===== src/rtl/ctrl_pipe_pkg.sv =====
// Control-word layout shared by the decoder and the downstream control pipeline.
// Field indices locate individual control bits inside a decoded word.
package ctrl_pipe_pkg;

    localparam int CTRL_W = 16;
    localparam logic [CTRL_W-1:0] CTRL_BUBBLE = '0;

    localparam int F_REG_WRITE  = 0;
    localparam int F_MEM_READ   = 1;
    localparam int F_MEM_WRITE  = 2;
    localparam int F_HILO_WRITE = 3;
    localparam int F_MEM_TO_REG = 4;
    localparam int F_ALU_SRC    = 5;
    localparam int F_BRANCH     = 6;
    localparam int F_JUMP       = 7;
    localparam int F_ALU_OP_LO  = 8;
    localparam int F_ALU_OP_HI  = 11;
    localparam int F_REG_DST_LO = 12;
    localparam int F_REG_DST_HI = 13;

    // Shortest multi-cycle length that actually occupies the stage for an extra cycle.
    localparam int MC_MIN_LEN = 2;

    function automatic logic ctrl_writes_state(input logic [CTRL_W-1:0] w);
        return w[F_REG_WRITE] | w[F_MEM_WRITE] | w[F_HILO_WRITE];
    endfunction

endpackage


===== src/rtl/ctrl_stage_reg.sv =====
// One pipeline slot: control word plus valid bit, with enable and a synchronous
// clear that loads the bubble word. The clear takes priority over the enable.
module ctrl_stage_reg #(
    parameter int                 WIDTH  = 16,
    parameter logic [WIDTH-1:0]   BUBBLE = '0
) (
    input  logic             clk,
    input  logic             rst,
    input  logic             en_i,
    input  logic             clr_i,
    input  logic [WIDTH-1:0] word_i,
    input  logic             valid_i,
    output logic [WIDTH-1:0] word_o,
    output logic             valid_o
);

    logic [WIDTH-1:0] word_q;
    logic             valid_q;

    always_ff @(posedge clk or negedge rst) begin
        if (!rst) begin
            word_q  <= BUBBLE;
            valid_q <= 1'b0;
        end else if (clr_i) begin
            word_q  <= BUBBLE;
            valid_q <= 1'b0;
        end else if (en_i) begin
            word_q  <= word_i;
            valid_q <= valid_i;
        end
    end

    assign word_o  = word_q;
    assign valid_o = valid_q;

endmodule


===== src/rtl/ctrl_pipe.sv =====
// Control-word pipeline from decode through STAGES registers, with per-stage
// stall/flush, backward hold propagation, bubble insertion and a multi-cycle hold.
module ctrl_pipe
    import ctrl_pipe_pkg::*;
#(
    parameter int               STAGES   = 3,
    parameter int               WIDTH    = 16,
    parameter int               MC_STAGE = 0,
    parameter int               CNTW     = 6,
    parameter logic [WIDTH-1:0] BUBBLE   = '0
) (
    input  logic                     clk,
    input  logic                     rst,
    input  logic [WIDTH-1:0]         ctrl_in,
    input  logic                     valid_in,
    input  logic [STAGES-1:0]        stall,
    input  logic [STAGES-1:0]        flush,
    input  logic                     mc_start,
    input  logic [CNTW-1:0]          mc_len,
    output logic [STAGES*WIDTH-1:0]  ctrl_out,
    output logic [STAGES-1:0]        valid_out,
    output logic [STAGES-1:0]        hold,
    output logic                     mc_busy
);

    localparam logic [CNTW-1:0] MIN_LEN = CNTW'(MC_MIN_LEN);

    logic [CNTW-1:0]   cnt_q, cnt_d;
    logic              mc_hold;
    logic              mc_valid;
    logic [STAGES-1:0] hold_c;
    logic [STAGES-1:0] valid_q;
    logic [WIDTH-1:0]  word_q [STAGES];

    assign mc_valid = valid_q[MC_STAGE];

    // A start cycle already holds, so an op of length L is held for L-1 edges.
    always_comb begin
        mc_hold = 1'b0;
        if (mc_valid) begin
            if (cnt_q != '0) begin
                mc_hold = 1'b1;
            end else if (mc_start && (mc_len >= MIN_LEN)) begin
                mc_hold = 1'b1;
            end
        end
    end

    always_comb begin
        hold_c = '0;
        hold_c[STAGES-1] = stall[STAGES-1];
        for (int i = STAGES - 2; i >= 0; i--) begin
            hold_c[i] = stall[i] | hold_c[i+1] | ((i == MC_STAGE) & mc_hold);
        end
    end

    // Counter runs regardless of external stalls; only a flush of its stage cancels it.
    always_comb begin
        cnt_d = cnt_q;
        if (flush[MC_STAGE]) begin
            cnt_d = '0;
        end else if (cnt_q != '0) begin
            cnt_d = cnt_q - 1'b1;
        end else if (mc_valid && mc_start && (mc_len >= MIN_LEN)) begin
            cnt_d = mc_len - MIN_LEN;
        end
    end

    always_ff @(posedge clk or negedge rst) begin
        if (!rst) begin
            cnt_q <= '0;
        end else begin
            cnt_q <= cnt_d;
        end
    end

    for (genvar g = 0; g < STAGES; g++) begin : g_stage
        logic [WIDTH-1:0] d_word;
        logic             d_valid;
        logic             clr;

        if (g == 0) begin : g_head
            assign d_word  = ctrl_in;
            assign d_valid = valid_in;
            assign clr     = flush[0];
        end else begin : g_body
            assign d_word  = word_q[g-1];
            assign d_valid = valid_q[g-1];
            // Upstream held while this stage moves on: the slot fills with a bubble.
            assign clr     = flush[g] | (hold_c[g-1] & ~hold_c[g]);
        end

        ctrl_stage_reg #(
            .WIDTH  (WIDTH),
            .BUBBLE (BUBBLE)
        ) u_reg (
            .clk     (clk),
            .rst     (rst),
            .en_i    (~hold_c[g]),
            .clr_i   (clr),
            .word_i  (d_word),
            .valid_i (d_valid),
            .word_o  (word_q[g]),
            .valid_o (valid_q[g])
        );

        assign ctrl_out[g*WIDTH +: WIDTH] = word_q[g];
    end

    assign valid_out = valid_q;
    assign hold      = hold_c;
    assign mc_busy   = mc_hold;

endmodule


===== config.mk =====
export PLATFORM = sky130hd
export DESIGN_NAME = ctrl_pipe
export DESIGN_NICKNAME = d
export VERILOG_FILES = /design/src/rtl/ctrl_pipe_pkg.sv /design/src/rtl/ctrl_stage_reg.sv /design/src/rtl/ctrl_pipe.sv
export SDC_FILE = /design/constraint.sdc
export NUM_CORES = 1
export LEC_CHECK = 0
export ABC_AREA = 1
export BUFFER_PORTS_ARGS = -buffer_cell sky130_fd_sc_hd__buf_2
export CAP_MARGIN = 5
export CELL_PAD_IN_SITES_DETAIL_PLACEMENT = 0
export CELL_PAD_IN_SITES_GLOBAL_PLACEMENT = 2
export CORE_ASPECT_RATIO = 1.2
export CORE_MARGIN = 5
export CORE_UTILIZATION = 29
export DETAILED_ROUTE_END_ITERATION = 6
export PLACE_DENSITY_LB_ADDON = 0.1
export SLEW_MARGIN = 20
export SYNTH_ARGS = -nofsm -noshare
export SYNTH_HDL_FRONTEND = slang
export SYNTH_SLANG_ARGS = --single-unit
export TNS_END_PERCENT = 100

===== constraint.sdc =====
create_clock -name clk -period 1.9 [get_ports clk]
set_input_delay 0.095 -clock clk [delete_from_list [all_inputs] [get_ports clk]]
set_output_delay 0.095 -clock clk [all_outputs]
set_load 0.02 [all_outputs]

# After elaboration in Yosys (flattened, before gate mapping)
# Cells that the tools add are included.
[word_totals] regBits=57 input_bits=32 elab_cells=45
[classes] addsub=2 n_lt_le_gt_ge=1 n_eq_ne=3 n_mux=18 bitwise=9 n_reduce_logical=5
[ops] op="$mux 16" count=6
[ops] op="$mux 6" count=3
[ops] op="$mux 1" count=9
[ops] op="$ge 6x2->1 const B" count=1
[ops] op="$reduce_bool 6->1" count=1
[ops] op="$sub 6x1->6 const B" count=1
[ops] op="$sub 6x2->6 const B" count=1
[ops] op="$or 1x1->1" count=5
[ops] op="$ne 2x1->1 const B" count=2
[ops] op="$logic_and 1x1->1" count=3
[ops] op="$reduce_bool 3->1" count=1
[ops] op="$and 1x1->1" count=2
[ops] op="$ne 2x2->1 const B" count=1
[ops] op="$not 1->1" count=2

# Logic depth before layout (Yosys ltp)
[logic_depth] word_depth=9 mapped_depth=9 mapped_depth_nobuf=8

# Cells and area by module
# A second synthesis with hierarchy kept.
[unflattened] hier_cells=320 area_unflattened_um2=2738.9
[modules_own_cells] module="ctrl_stage_reg" n_inst=3 cells_each=74 area_per_inst_um2=704.4 seq_area_each_um2=425.4
[modules_own_cells] module="ctrl_pipe" n_inst=1 cells_each=98 area_per_inst_um2=625.6 seq_area_each_um2=150.1

# Least setup slack after synthesis
# No wires, ideal clock.
[synth_timing] kind="register -> register" start="register cnt_q[0]" end="register g_stage[1].u_reg.word_q[10]" arrival_ps=1432 required_ps=1834 slack_ps=402 stages_incl_launch_ff=10 period_less_slack_ps=1498 cell_sequence="dfrtp_1 > inv_1 > ha_1 > nand3_1 > nand2_1 > nand2_2 > nor2_8 > buf_8 > nand3_2 > nand2_1"
[synth_between] elab_chain_cells=7 word_cells_on_any_way=8 cone_classes="eq/ne: 1; mux: 3; bitwise: 3; reduce/logical: 1"
[synth_lines] element="start, declared" line_no="ctrl_pipe.sv:28" source="logic [CNTW-1:0] cnt_q, cnt_d;"
[synth_lines] element="start signal, assigned" line_no="ctrl_pipe.sv:73" source="cnt_q <= cnt_d;"
[synth_lines] element="$reduce_bool 6->1 *" line_no="ctrl_pipe.sv:41" source="if (cnt_q != '0) begin"
[synth_lines] element="$mux 1 *" line_no="ctrl_pipe.sv:41"
[synth_lines] element="$mux 1 *" line_no="ctrl_pipe.sv:40" source="if (mc_valid) begin"
[synth_lines] element="via mc_busy" line_no="ctrl_pipe.sv:23" source="output logic mc_busy"
[synth_lines] element="$or 1x1->1 *" line_no="ctrl_pipe.sv:53" source="hold_c[i] = stall[i] | hold_c[i+1] | ((i == MC_STAGE) & mc_hold);"
[synth_lines] element="$and 1x1->1 *" line_no="ctrl_pipe.sv:90" source="assign clr = flush[g] | (hold_c[g-1] & ~hold_c[g]);"
[synth_lines] element="$or 1x1->1 *" line_no="ctrl_pipe.sv:90"
[synth_lines] element="$ne 2x1->1 (no source line) or $mux 16 (tied branches)"
[synth_lines] element="end signal, assigned" line_no="ctrl_stage_reg.sv:28" source="word_q <= word_i;"
[synth_lines] element="end, declared" line_no="ctrl_stage_reg.sv:17" source="logic [WIDTH-1:0] word_q;"
# The timed path passes the listed nets; every way through them passes the cells marked *.
# A chain may end at the register's enable or synchronous reset.

# Final worst setup path
[layout_timing] start="register cnt_q[0]" end="output hold[0]"
[layout_between] elab_chain_cells=4
[layout_lines] element="$reduce_bool 6->1" line_no="ctrl_pipe.sv:41"
[layout_lines] element="$mux 1" line_no="ctrl_pipe.sv:41"
[layout_lines] element="$mux 1" line_no="ctrl_pipe.sv:40"
[layout_lines] element="$or 1x1->1" line_no="ctrl_pipe.sv:53"
[layout_lines] element="end, declared" line_no="ctrl_pipe.sv:22" source="output logic [STAGES-1:0] hold,"
# Every way passes these cells.

==> results.cfg <==
[yosys]
yosysWarningCount = 0
synth_common_cells = nand3_1, nand2_1, dfrtp_1, inv_1, nand3_2
ys_types = 26
syn-cell-area_um2 = 2690
synthXorXnorAreaFrac_pct = 0.651
yosysMostFrequentCell = nand3_1
synth_top_cell_area_share_pct = 53.0
synth_compound_area_share_pct = 0.930
synthAdderAreaFrac_pct = 0.930
syn-mean-instance-area_um2 = 8.82
synthArstFlopShare_pct = 100
synth_ff_type = dfrtp_1
synth.area.top_cells = dfrtp_1, nand3_1, nand2_1
ys_ff_latch = 57
synth_edf_count = 0
synth_area_leader_cell = dfrtp_1
synth_top_family_by_area = simple AND/OR/NAND/NOR gates
synth_cells = 305
synth.mux.area_fraction_pct = 0
synth_fp_nets = 339
ys_seq_area_share_pct = 53.0
yosys.area_share.simple_pct = 37.4

[global_route]
busiest_layer = met2
grt_usage_pct = 13.7
grt_pass1_vias = 2428
grt_max_degree = 58
grt_overflow = 0
grt_pass1_wl_um = 12400
grt_use_met2_pct = 23.4
grtUsageMet1_pct = 17.2
use_met3_pct = 2.77
antenna_found_initial = 0

[worst_setup_path]
rrSetupSlack_ns = 0.23
critPathKind = register to primary output
cp_cell_sequence = inv_1 > ha_1 > nand3_1 > nand2_2 > nand3_4 > buf_2
r2r-start = cnt_q[0]$_DFFE_PN0P_
endpoint_kind = primary output
critPathSlowestCell = dfrtp_1
cpPeakStageDelay_ns = 0.40
cp_data_arrival_time_ns = 1.62
worstRegToRegCells = 9
reg2reg_to = g_stage[0].u_reg.word_o[6]$_DFFE_PN0P_
crit_fanout = 8
critPathRequiredTime_ns = 1.80
cp-start-kind = register

[timing]
finalCriticalPeriod_ns = 1.71
hold_violations = 0
period_share_pct = 90.2
worstMarginPinSlew_ns = 0.865
fin_worst_skew_ns = 0.00917
slew_violations = 0
finalSetupTns_ns = 0
setup_viol = 0
fmax_mhz = 584
slew_headroom_pct = 42.0
rsz0062_at_grt = no

[die]
core_um2 = 9080
initial_core_util_pct = 29.6
die_h_um = 116
row_count = 38
dieArea_um2 = 11300
die_w_um = 97.9
io_pins = 87

[clocking]
cts_root_buffer = clkbuf_8
cts_tree = yes
clock_latency_ns = 0.33
clk_pin_slew_ns = 0.06
cts.sink_count = 57
numCtsBuffers = 9
h-tree-depth = 3
clockBufferDepth = 2

[cells_and_area]
stdcell_area_um2 = 3570
final_nets = 440
area_growth_pct = 32.6
nFillCells = 1000
diodes = 0
final_util_pct = 39.3
drive_gt1_share_pct = 33.3

[place]
place_area_um2 = 3200
dp_hpwl_um = 5320
portBuffers = 86
gp_congestion = 0.716

[status]
status = finished clean

[drt]
drc = 0
drt_iter0_drc = 57
wl_per_cell_um = 14.0
via_per_inst = 4.49
vias = 2386
routed_wirelength_um = 7420
ant_nets = 0
firstDrtPassIters = 4

[power_and_ir_drop]
powerDensity_nw_per_um2 = 871
power.leakage_nw = 2.05
ir_worst_vdd_mv = 0.401

[hold_path]
hold_class = input port to register
hold_start = ctrl_in[7]
hold_path_depth = 3
min_to = g_stage[0].u_reg.word_o[7]$_DFFE_PN0P_

[run]
drv_cap = 0
-- repair_timing --
action                     CTS  global route
resized for setup            1             1
hold endpoints to repair    67             0
pin swaps                    0             1
setup endpoints to repair    1             6
hold buffers                11             0
buffers inserted             0             7
-- per-stage QoR --
step	worst slack, ns	hold slack (ns)	power (mW)	instances
after detailed placement	0.215	0.298	2.00	497
after floorplan	0.402	-0.201	1.78	305
after global placement	0.247	0.298	2.01	497
after global routing	0.00574	0.00558	3.32	531
after CTS	0.0113	0.00371	3.15	524
final	0.186	0.00867	3.11	531
-- layer usage --
layer	up-vias	share of wire, %
met3	9	3.9
li1	1207	-
met1	1122	44
met4	0	1.5
met5	-	0
met2	48	51
-- power by group --
| part | internal [mW] | total, mW | leakage (nW) | switching, mW |
|---|---|---|---|---|
| clock network | 0.610 | 1.12 | 0.0964 | 0.507 |
| registers | 1.27 | 1.32 | 0.788 | 0.0505 |
| logic | 0.248 | 0.671 | 1.16 | 0.423 |
| total | 2.13 | 3.11 | 2.05 | 0.980 |
-- worst max-delay path by stage --
stage	startpoint	endpoint	slack, ns	cells after the start
after floorplan	cnt_q[0]$_DFFE_PN0P_	g_stage[1].u_reg.word_o[10]$_DFFE_PN0P_	0.40	9
after global placement	cnt_q[0]$_DFFE_PN0P_	hold[0]	0.25	6
after detailed placement	cnt_q[0]$_DFFE_PN0P_	hold[0]	0.21	6
after CTS	cnt_q[0]$_DFFE_PN0P_	hold[0]	0.01	6
after global routing	cnt_q[0]$_DFFE_PN0P_	g_stage[0].u_reg.valid_o$_DFFE_PN0P_	0.006	9
final	cnt_q[0]$_DFFE_PN0P_	hold[0]	0.19	6
-- cells in the final DEF (no fill, tap or decap), drive strengths merged --
cell / count
a21oi: 2
buf: 99
bufinv: 1
clkbuf: 10
clkinv: 6
clkinvlp: 1
dfrtp: 57
dlygate4sd3: 11
ha: 2
inv: 14
nand2: 88
nand3: 99
nand4: 1
nor2: 12
nor3: 2
o21ai: 3
or2: 1
xor2: 2
-- kinds of logic after synthesis --
kind of cell,Yosys count
compound gates,5
fa+ha+maj,2
flops,57
xor+xnor,2
simple gates,203
buf+inv,36
-- sequential cells by signal, indices dropped and copies added, names as in the netlist --
name,cells
cnt_q,6
g_stage.u_reg.valid_o,3
g_stage.u_reg.word_o,48
-- final cells by class --
type / count / area (um^2) / share of cell area [%]
Clock buffer: 10 / 128 / 3.58
Clock inverter: 6 / 68.8 / 1.93
Inverter: 16 / 62.6 / 1.75
Multi-Input combinational cell: 212 / 1080 / 30.4
Sequential cell: 57 / 1430 / 40.0
Tap cell: 120 / 150 / 4.21
Timing Repair Buffer: 110 / 651 / 18.2
-- worst max-delay path, delay by kind of cell, from the launching register on --
family | cells | cell delay (ns)
buf+inv | 2 | 0.29
flops | 1 | 0.40
fa+ha+maj | 1 | 0.20
simple gates | 3 | 0.40
(Power assumes the default switching activity.)
